File: config.mk
export PLATFORM = sky130hd
export DESIGN_NAME = fetch_queue_stage
export DESIGN_NICKNAME = d
export VERILOG_FILES = /design/src/rtl/fetch_pkg.sv /design/src/rtl/fetch_fifo.sv /design/src/rtl/fetch_queue_stage.sv
export SDC_FILE = /design/constraint.sdc
export NUM_CORES = 1
export LEC_CHECK = 0
export CAP_MARGIN = 5
export CORE_ASPECT_RATIO = 0.6
export CORE_MARGIN = 2
export CORE_UTILIZATION = 40
export CTS_BUF_LIST = sky130_fd_sc_hd__clkbuf_16
export DETAILED_ROUTE_END_ITERATION = 10
export MAX_ROUTING_LAYER = met4
export PLACE_DENSITY = 0.72
export SYNTH_ARGS = -nofsm -noshare
export SYNTH_HDL_FRONTEND = slang
export SYNTH_SLANG_ARGS = --single-unit
File: constraint.sdc
create_clock -name clk -period 2.51 [get_ports clk]
set_input_delay 0.502 -clock clk [delete_from_list [all_inputs] [get_ports clk]]
set_output_delay 0.502 -clock clk [all_outputs]
set_load 0.03 [all_outputs]
File: src/rtl/fetch_pkg.sv
// Shared constants and queue entry type for the fetch stage.
// Optional macro FETCH_ADEL_CHECK_EN adds an address-error bit to each entry.
package fetch_pkg;

  localparam int unsigned FETCH_AW           = 32;
  localparam logic [31:0] RESET_PC_DEFAULT   = 32'hbfc0_0000;
  localparam logic [31:0] EXC_VECTOR_DEFAULT = 32'hbfc0_0380;

  typedef struct packed {
    logic [FETCH_AW-1:0] pc;
    logic [31:0]         inst;
`ifdef FETCH_ADEL_CHECK_EN
    logic                adel;
`endif
  } fetch_entry_t;

endpackage

File: src/rtl/fetch_fifo.sv
// Synchronous FIFO with push/pop/clear, occupancy count and a head read from storage registers.
// DEPTH must be a power of two so the pointers wrap naturally.
module fetch_fifo #(
  parameter int unsigned DEPTH = 4,
  parameter int unsigned CW    = $clog2(DEPTH + 1),
  parameter type         entry_t = logic [31:0]
) (
  input  logic          i_clk,
  input  logic          i_rst_n,
  input  logic          i_clear,
  input  logic          i_push,
  input  entry_t        i_data,
  input  logic          i_pop,
  output entry_t        o_head,
  output logic [CW-1:0] o_count,
  output logic          o_empty,
  output logic          o_full
);

  localparam int unsigned PtrW = $clog2(DEPTH);

  entry_t            r_mem [DEPTH];
  logic [PtrW-1:0]   r_rd_ptr;
  logic [PtrW-1:0]   r_wr_ptr;
  logic [CW-1:0]     r_count;
  logic              w_pop;

  assign o_empty = (r_count == '0);
  assign o_full  = (r_count == CW'(DEPTH));
  assign w_pop   = i_pop && !o_empty;
  assign o_head  = r_mem[r_rd_ptr];
  assign o_count = r_count;

  always_ff @(posedge i_clk or negedge i_rst_n) begin
    if (!i_rst_n) begin
      for (int i = 0; i < DEPTH; i++) begin
        r_mem[i] <= '0;
      end
      r_rd_ptr <= '0;
      r_wr_ptr <= '0;
      r_count  <= '0;
    end else if (i_clear) begin
      // Clear wins over any same-cycle push or pop.
      r_rd_ptr <= '0;
      r_wr_ptr <= '0;
      r_count  <= '0;
    end else begin
      if (i_push) begin
        r_mem[r_wr_ptr] <= i_data;
        r_wr_ptr        <= r_wr_ptr + PtrW'(1);
      end
      if (w_pop) begin
        r_rd_ptr <= r_rd_ptr + PtrW'(1);
      end
      unique case ({i_push, w_pop})
        2'b10:   r_count <= r_count + CW'(1);
        2'b01:   r_count <= r_count - CW'(1);
        default: r_count <= r_count;
      endcase
    end
  end

`ifndef SYNTHESIS
  always_ff @(posedge i_clk) begin
    if (i_rst_n && i_push && !i_clear) begin
      assert (!o_full);
    end
  end
`endif

endmodule

File: src/rtl/fetch_queue_stage.sv
// Instruction fetch stage: PC register, one SRAM read per cycle, response queue towards decode.
// Optional macro FETCH_ADEL_CHECK_EN: misaligned PCs produce an address-error entry instead of a read.
module fetch_queue_stage
  import fetch_pkg::*;
#(
  parameter int unsigned   AW         = FETCH_AW,
  parameter logic [AW-1:0] RESET_PC   = AW'(RESET_PC_DEFAULT),
  parameter logic [AW-1:0] EXC_VECTOR = AW'(EXC_VECTOR_DEFAULT),
  parameter int unsigned   DEPTH      = 4,
  parameter int unsigned   CW         = $clog2(DEPTH + 1)
) (
  input  logic          clk,
  input  logic          resetn,
  output logic          inst_sram_en,
  output logic [AW-1:0] inst_sram_addr,
  input  logic [31:0]   inst_sram_rdata,
  input  logic          exception,
  input  logic          eret,
  input  logic [AW-1:0] epc,
  input  logic          br_valid,
  input  logic [AW-1:0] br_target,
  input  logic          de_ready,
  output logic          fe_valid,
  output logic [AW-1:0] fe_pc,
  output logic [31:0]   fe_inst,
  output logic          fe_adel,
  output logic [CW-1:0] fe_count
);

  logic [AW-1:0] r_pc;
  logic [AW-1:0] r_inflight_pc;
  logic          r_inflight;
  logic [AW-1:0] w_target;
  logic          w_flush;
  logic          w_slot;
  logic          w_issue;
  logic          w_push;
  logic          w_pop;
  logic          w_empty;
  logic          w_full;
  logic [CW-1:0] w_count;
  logic [CW:0]   w_occupancy;
  fetch_entry_t  w_push_entry;
  fetch_entry_t  w_head;

  always_comb begin
    w_flush = exception | eret | br_valid;
    if (exception) begin
      w_target = EXC_VECTOR;
    end else if (eret) begin
      w_target = epc;
    end else begin
      w_target = br_target;
    end
  end

  // Reserve a slot for the in-flight response so a push can never hit a full queue.
  assign w_occupancy = {1'b0, w_count} + {{CW{1'b0}}, r_inflight};
  assign w_slot      = !w_full && (w_occupancy < (CW + 1)'(DEPTH));
  assign w_pop       = !w_empty && de_ready;

`ifdef FETCH_ADEL_CHECK_EN
  logic w_misaligned;
  logic w_adel_push;
  logic r_adel_done;

  assign w_misaligned = |r_pc[1:0];
  assign w_adel_push  = resetn && !w_flush && w_misaligned && !r_adel_done && !r_inflight && w_slot;
  assign w_issue      = resetn && !w_flush && w_slot && !w_misaligned;
  assign w_push       = (r_inflight && !w_flush) || w_adel_push;

  // One error entry per misaligned target; the PC then parks until a redirect.
  always_ff @(posedge clk or negedge resetn) begin
    if (!resetn) begin
      r_adel_done <= 1'b0;
    end else if (w_flush) begin
      r_adel_done <= 1'b0;
    end else if (w_adel_push) begin
      r_adel_done <= 1'b1;
    end
  end

  always_comb begin
    w_push_entry      = '0;
    w_push_entry.pc   = FETCH_AW'(r_inflight_pc);
    w_push_entry.inst = inst_sram_rdata;
    if (w_adel_push) begin
      w_push_entry.pc   = FETCH_AW'(r_pc);
      w_push_entry.inst = '0;
      w_push_entry.adel = 1'b1;
    end
  end

  assign fe_adel = w_head.adel;
`else
  assign w_issue = resetn && !w_flush && w_slot;
  assign w_push  = r_inflight && !w_flush;

  always_comb begin
    w_push_entry      = '0;
    w_push_entry.pc   = FETCH_AW'(r_inflight_pc);
    w_push_entry.inst = inst_sram_rdata;
  end

  assign fe_adel = 1'b0;
`endif

  always_ff @(posedge clk or negedge resetn) begin
    if (!resetn) begin
      r_pc          <= RESET_PC;
      r_inflight    <= 1'b0;
      r_inflight_pc <= '0;
    end else if (w_flush) begin
      r_pc       <= w_target;
      r_inflight <= 1'b0;
    end else begin
      r_inflight <= w_issue;
      if (w_issue) begin
        r_pc          <= r_pc + AW'(4);
        r_inflight_pc <= r_pc;
      end
    end
  end

  fetch_fifo #(
    .DEPTH   (DEPTH),
    .CW      (CW),
    .entry_t (fetch_entry_t)
  ) u_fifo (
    .i_clk   (clk),
    .i_rst_n (resetn),
    .i_clear (w_flush),
    .i_push  (w_push),
    .i_data  (w_push_entry),
    .i_pop   (w_pop),
    .o_head  (w_head),
    .o_count (w_count),
    .o_empty (w_empty),
    .o_full  (w_full)
  );

  assign inst_sram_en   = w_issue;
  assign inst_sram_addr = r_pc;
  assign fe_valid       = !w_empty;
  assign fe_pc          = AW'(w_head.pc);
  assign fe_inst        = w_head.inst;
  assign fe_count       = w_count;

endmodule

==> flow_summary.yaml <==
power_and_ir_drop:
  p_leak_nw: 9.17
  cellPowerDensity_nw_per_um2: 598
  ir_drop_uv: 473
  finalPower_mw: 11.7
  comb_power_share: 0.137
  internal_power_mw: 8.64
  seqPwrFrac: 0.487
  power.switching_mw: 3.10
  power.share.clock: 0.376
  swShare: 0.264
synth:
  syn-num-nets: 1176
  synth_edf_count: 0
  ys.flop_type: "dfrtp_1"
  synth.area.top_cells: "dfrtp_1 52%, mux2_2 21%, mux4_2 9.5%"
  synth.distinct_cells: 68
  yosysWarnings: 0
  synth_top_area_frac: 0.523
  synth_area_leader_cell: "dfrtp_1"
  ys_seq_area_frac: 0.539
  synth.avg_cell_area_um2: 14.3
  ys_seq_elements: 328
  async_flop_share: 1.00
  syn-cell-area_um2: 15200
  postSynthCellCount: 1067
setup_path:
  path_max_fanout: 8
  cp_slowest_stage_delay_ps: 540
  cp_data_required_time_ps: 2010
  arrival_ps: 2130
  critPathTopFamily: "flip-flops"
  rrSetupSlack_ps: 330
  r2r_cells: 6
  cp_num_cells: 4
  path_cells: "buf_12, buf_8, mux4_2, buf_6"
  path_class: "reg -> out"
  path_buf_inv: 3
  cp-start-kind: "flip-flop"
  crit_slowest_cell: "dfrtp_4"
  cp-end-kind: "output pin"
  r2r_end: "u_fifo.o_count[2]"
  r2r_start: "u_fifo.o_count[0]"
grt:
  grt_antenna_before_repair: 1
  top_usage_layer: "met2"
  globalRouteMet3Util: 0.0481
  grt.met2_usage: 0.314
  met1_usage: 0.293
  grt_max_degree: 164
  grt_usage: 0.210
  grt_pass1_vias: 10622
  grt_overflow: 0
  grt_pass1_wl_mm: 63.2
final_layout:
  nNetsFinal: 1427
  finalCoreUtilization: 0.522
  post_route_cells_drive_above_1_share: 0.425
  seqCellArea_um2: 8230
  n_fill_cell: 3155
  syn_to_final_growth_pct: 28.8
  multi_input_area_um2: 6750
die:
  dieArea_um2: 39800
  die_w_um: 256
  core_area_um2: 37600
  pin_count: 204
  fp.dieH_um: 155
  floorplan.rows: 55
  initial_core_util: 0.405
route:
  viasPerCell: 5.54
  route.detailed.drc: 0
  drtIter0Drc: 767
  drtAntennaViolNets: 0
  via_count: 10279
  wire_per_inst_um: 21.7
  drt_pre_antenna_iters: 6
  drt_wl_total_mm: 40.2
sta:
  max_freq_mhz: 380
  fin_skew_ps: 19.9
  rsz0062_at_grt: "true"
  worst_pin_slew_ps: 895
  slew_violations: 0
  finalHoldViolCount: 0
  timing.final.crit_share: 1.05
  hold-worst-slack_ps: 367
  setup_viol_count_final: 55
  max_slew_margin: 0.404
  min_period_ps: 2630
  setup_ws_ps: -118
outcome:
  violations: "setup timing"
  status: "finished with violations"
cts:
  cts_buffers: 31
  clock_latency_ps: 580
  cts_tree: "yes"
  h-tree-depth: 1
  clockBufferDepth: 3
  clkSinkCount: 328
  clkTransAtPathRegs_ps: 70
  cts_root_buf: "clkbuf_16"
placement:
  place_hpwl_mm: 26.6
  pre_cts_ws_ps: -69.5
  finalWeightedCongestion: 0.948
  numPortBuffers: 202
hold_path:
  hold_path_class: "in -> async"
flow_run:
  cap_violations: 0
-- Yosys cell counts, types with 7 or more instances --
master    number
a31oi_1       10
o21a_1         8
and3_1         7
clkbuf_1      42
mux2_2       284
o21ai_0       16
o211ai_1       8
o22a_1         7
dfrtp_1      319
nand2_1       31
nand3b_1      10
dfstp_2        9
nand4_1       15
buf_1          9
nand3_1       23
buf_2         14
a21oi_1       20
nor2_1        30
nor3_1         7
mux2i_1       21
inv_1         10
nor4_1         9
mux4_2        64
-- cell families (layout without fill, tap and decap cells) --
family / after synthesis / after routing / synth area share
compound gates: 109 / 109 / 0.0499
xor+xnor: 7 / 7 / 0.00402
fa+ha+maj: 7 / 7 / 0.00624
buf+inv: 80 / 354 / 0.0223
flops: 328 / 328 / 0.539
mux: 369 / 369 / 0.318
other cells: 1 / 2 / 0.000246
simple gates: 166 / 166 / 0.0603
-- final cells by class --
type / instances / area share
clock buffer: 31 / 0.0395
inverter: 10 / 0.00191
clock inverter: 25 / 0.00803
multi-input combinational: 659 / 0.344
tap: 513 / 0.0327
timing repair buffer: 288 / 0.155
antenna: 1 / 0.000127
sequential: 328 / 0.419
-- power by group through the flow --
| stage | Combinational, mW | Sequential, mW | Clock [mW] |
|---|---|---|---|
| after detailed placement | 1.58 | 5.81 | 0 |
| final | 1.61 | 5.72 | 4.42 |
| after global placement | 1.55 | 5.80 | 0 |
| after global routing | 1.72 | 5.75 | 4.81 |
| after floorplan | 0.763 | 5.80 | 0 |
| after CTS | 1.61 | 5.71 | 4.55 |
-- worst reg2reg max path, stage by stage (launching register included) --
cell and delay, ps:
dfrtp_1 510, o31a_1 380, ha_1 220, fa_1 390, xnor2_1 140, or3_1 300, a21oi_1 160
-- routing by layer --
metal,vias up,share of wire
li1,4546,-
met1,5385,0.46
met2,288,0.46
met3,60,0.066
met4,0,0.019
met5,-,0
-- sequential cells by signal, summed over array words and instances, names as in the netlist --
register         cells
u_fifo.r_mem       256
inst_sram_addr      32
r_inflight_pc       32
u_fifo.o_count       3
u_fifo.r_rd_ptr      2
u_fifo.r_wr_ptr      2
r_inflight           1
-- through the flow --
step,area [µm²],instances,setup TNS (ps)
final,19600,1855,-3910
after global placement,18300,1774,-130
after floorplan,15200,1067,0
after detailed placement,18300,1774,-88.8
after global routing,19600,1855,-7110
after CTS,19600,1851,-8360
-- worst max path at each step --
stage                  startpoint                 to  slack (ps)
3_5_place_dp            exception  u_fifo.o_count[2]         -70
5_1_grt        u_fifo.r_rd_ptr[0]          fe_pc[30]        -160
2_1_floorplan           exception  u_fifo.o_count[2]         200
3_3_place_gp            exception  u_fifo.o_count[2]        -120
4_1_cts        u_fifo.r_rd_ptr[0]        fe_inst[10]        -230
6_report       u_fifo.r_rd_ptr[0]           fe_pc[5]        -120
-- layout by cell type, fill, tap and decap left out, types with 5 or more instances in the layout --
cell / n
dfrtp_1: 317
mux2_2: 284
clkdlybuf4s50_1: 132
mux4_2: 64
buf_6: 57
buf_4: 57
nand2_1: 31
clkbuf_16: 31
nor2_1: 30
buf_12: 22
mux2i_1: 21
a21oi_1: 20
nand3_1: 18
o21ai_0: 16
nand4_1: 15
inv_1: 13
clkinv_1: 12
nand3b_1: 10
a31oi_1: 10
nor4_1: 9
buf_8: 9
dfstp_2: 9
o211ai_1: 8
o21a_1: 8
and3_1: 7
nor3_1: 7
o22a_1: 7
buf_2: 7
a22oi_1: 6
ha_1: 6
and4_1: 5
-- repair_timing --
action	CTS	global route
cloned	2	0
setup buffers	18	6
hold endpoints to repair	3	0
gates resized for setup	273	53
endpoints found under the setup margin	66	65
hold buffers	1	0
No activity file was read; power rests on OpenSTA's default activity.
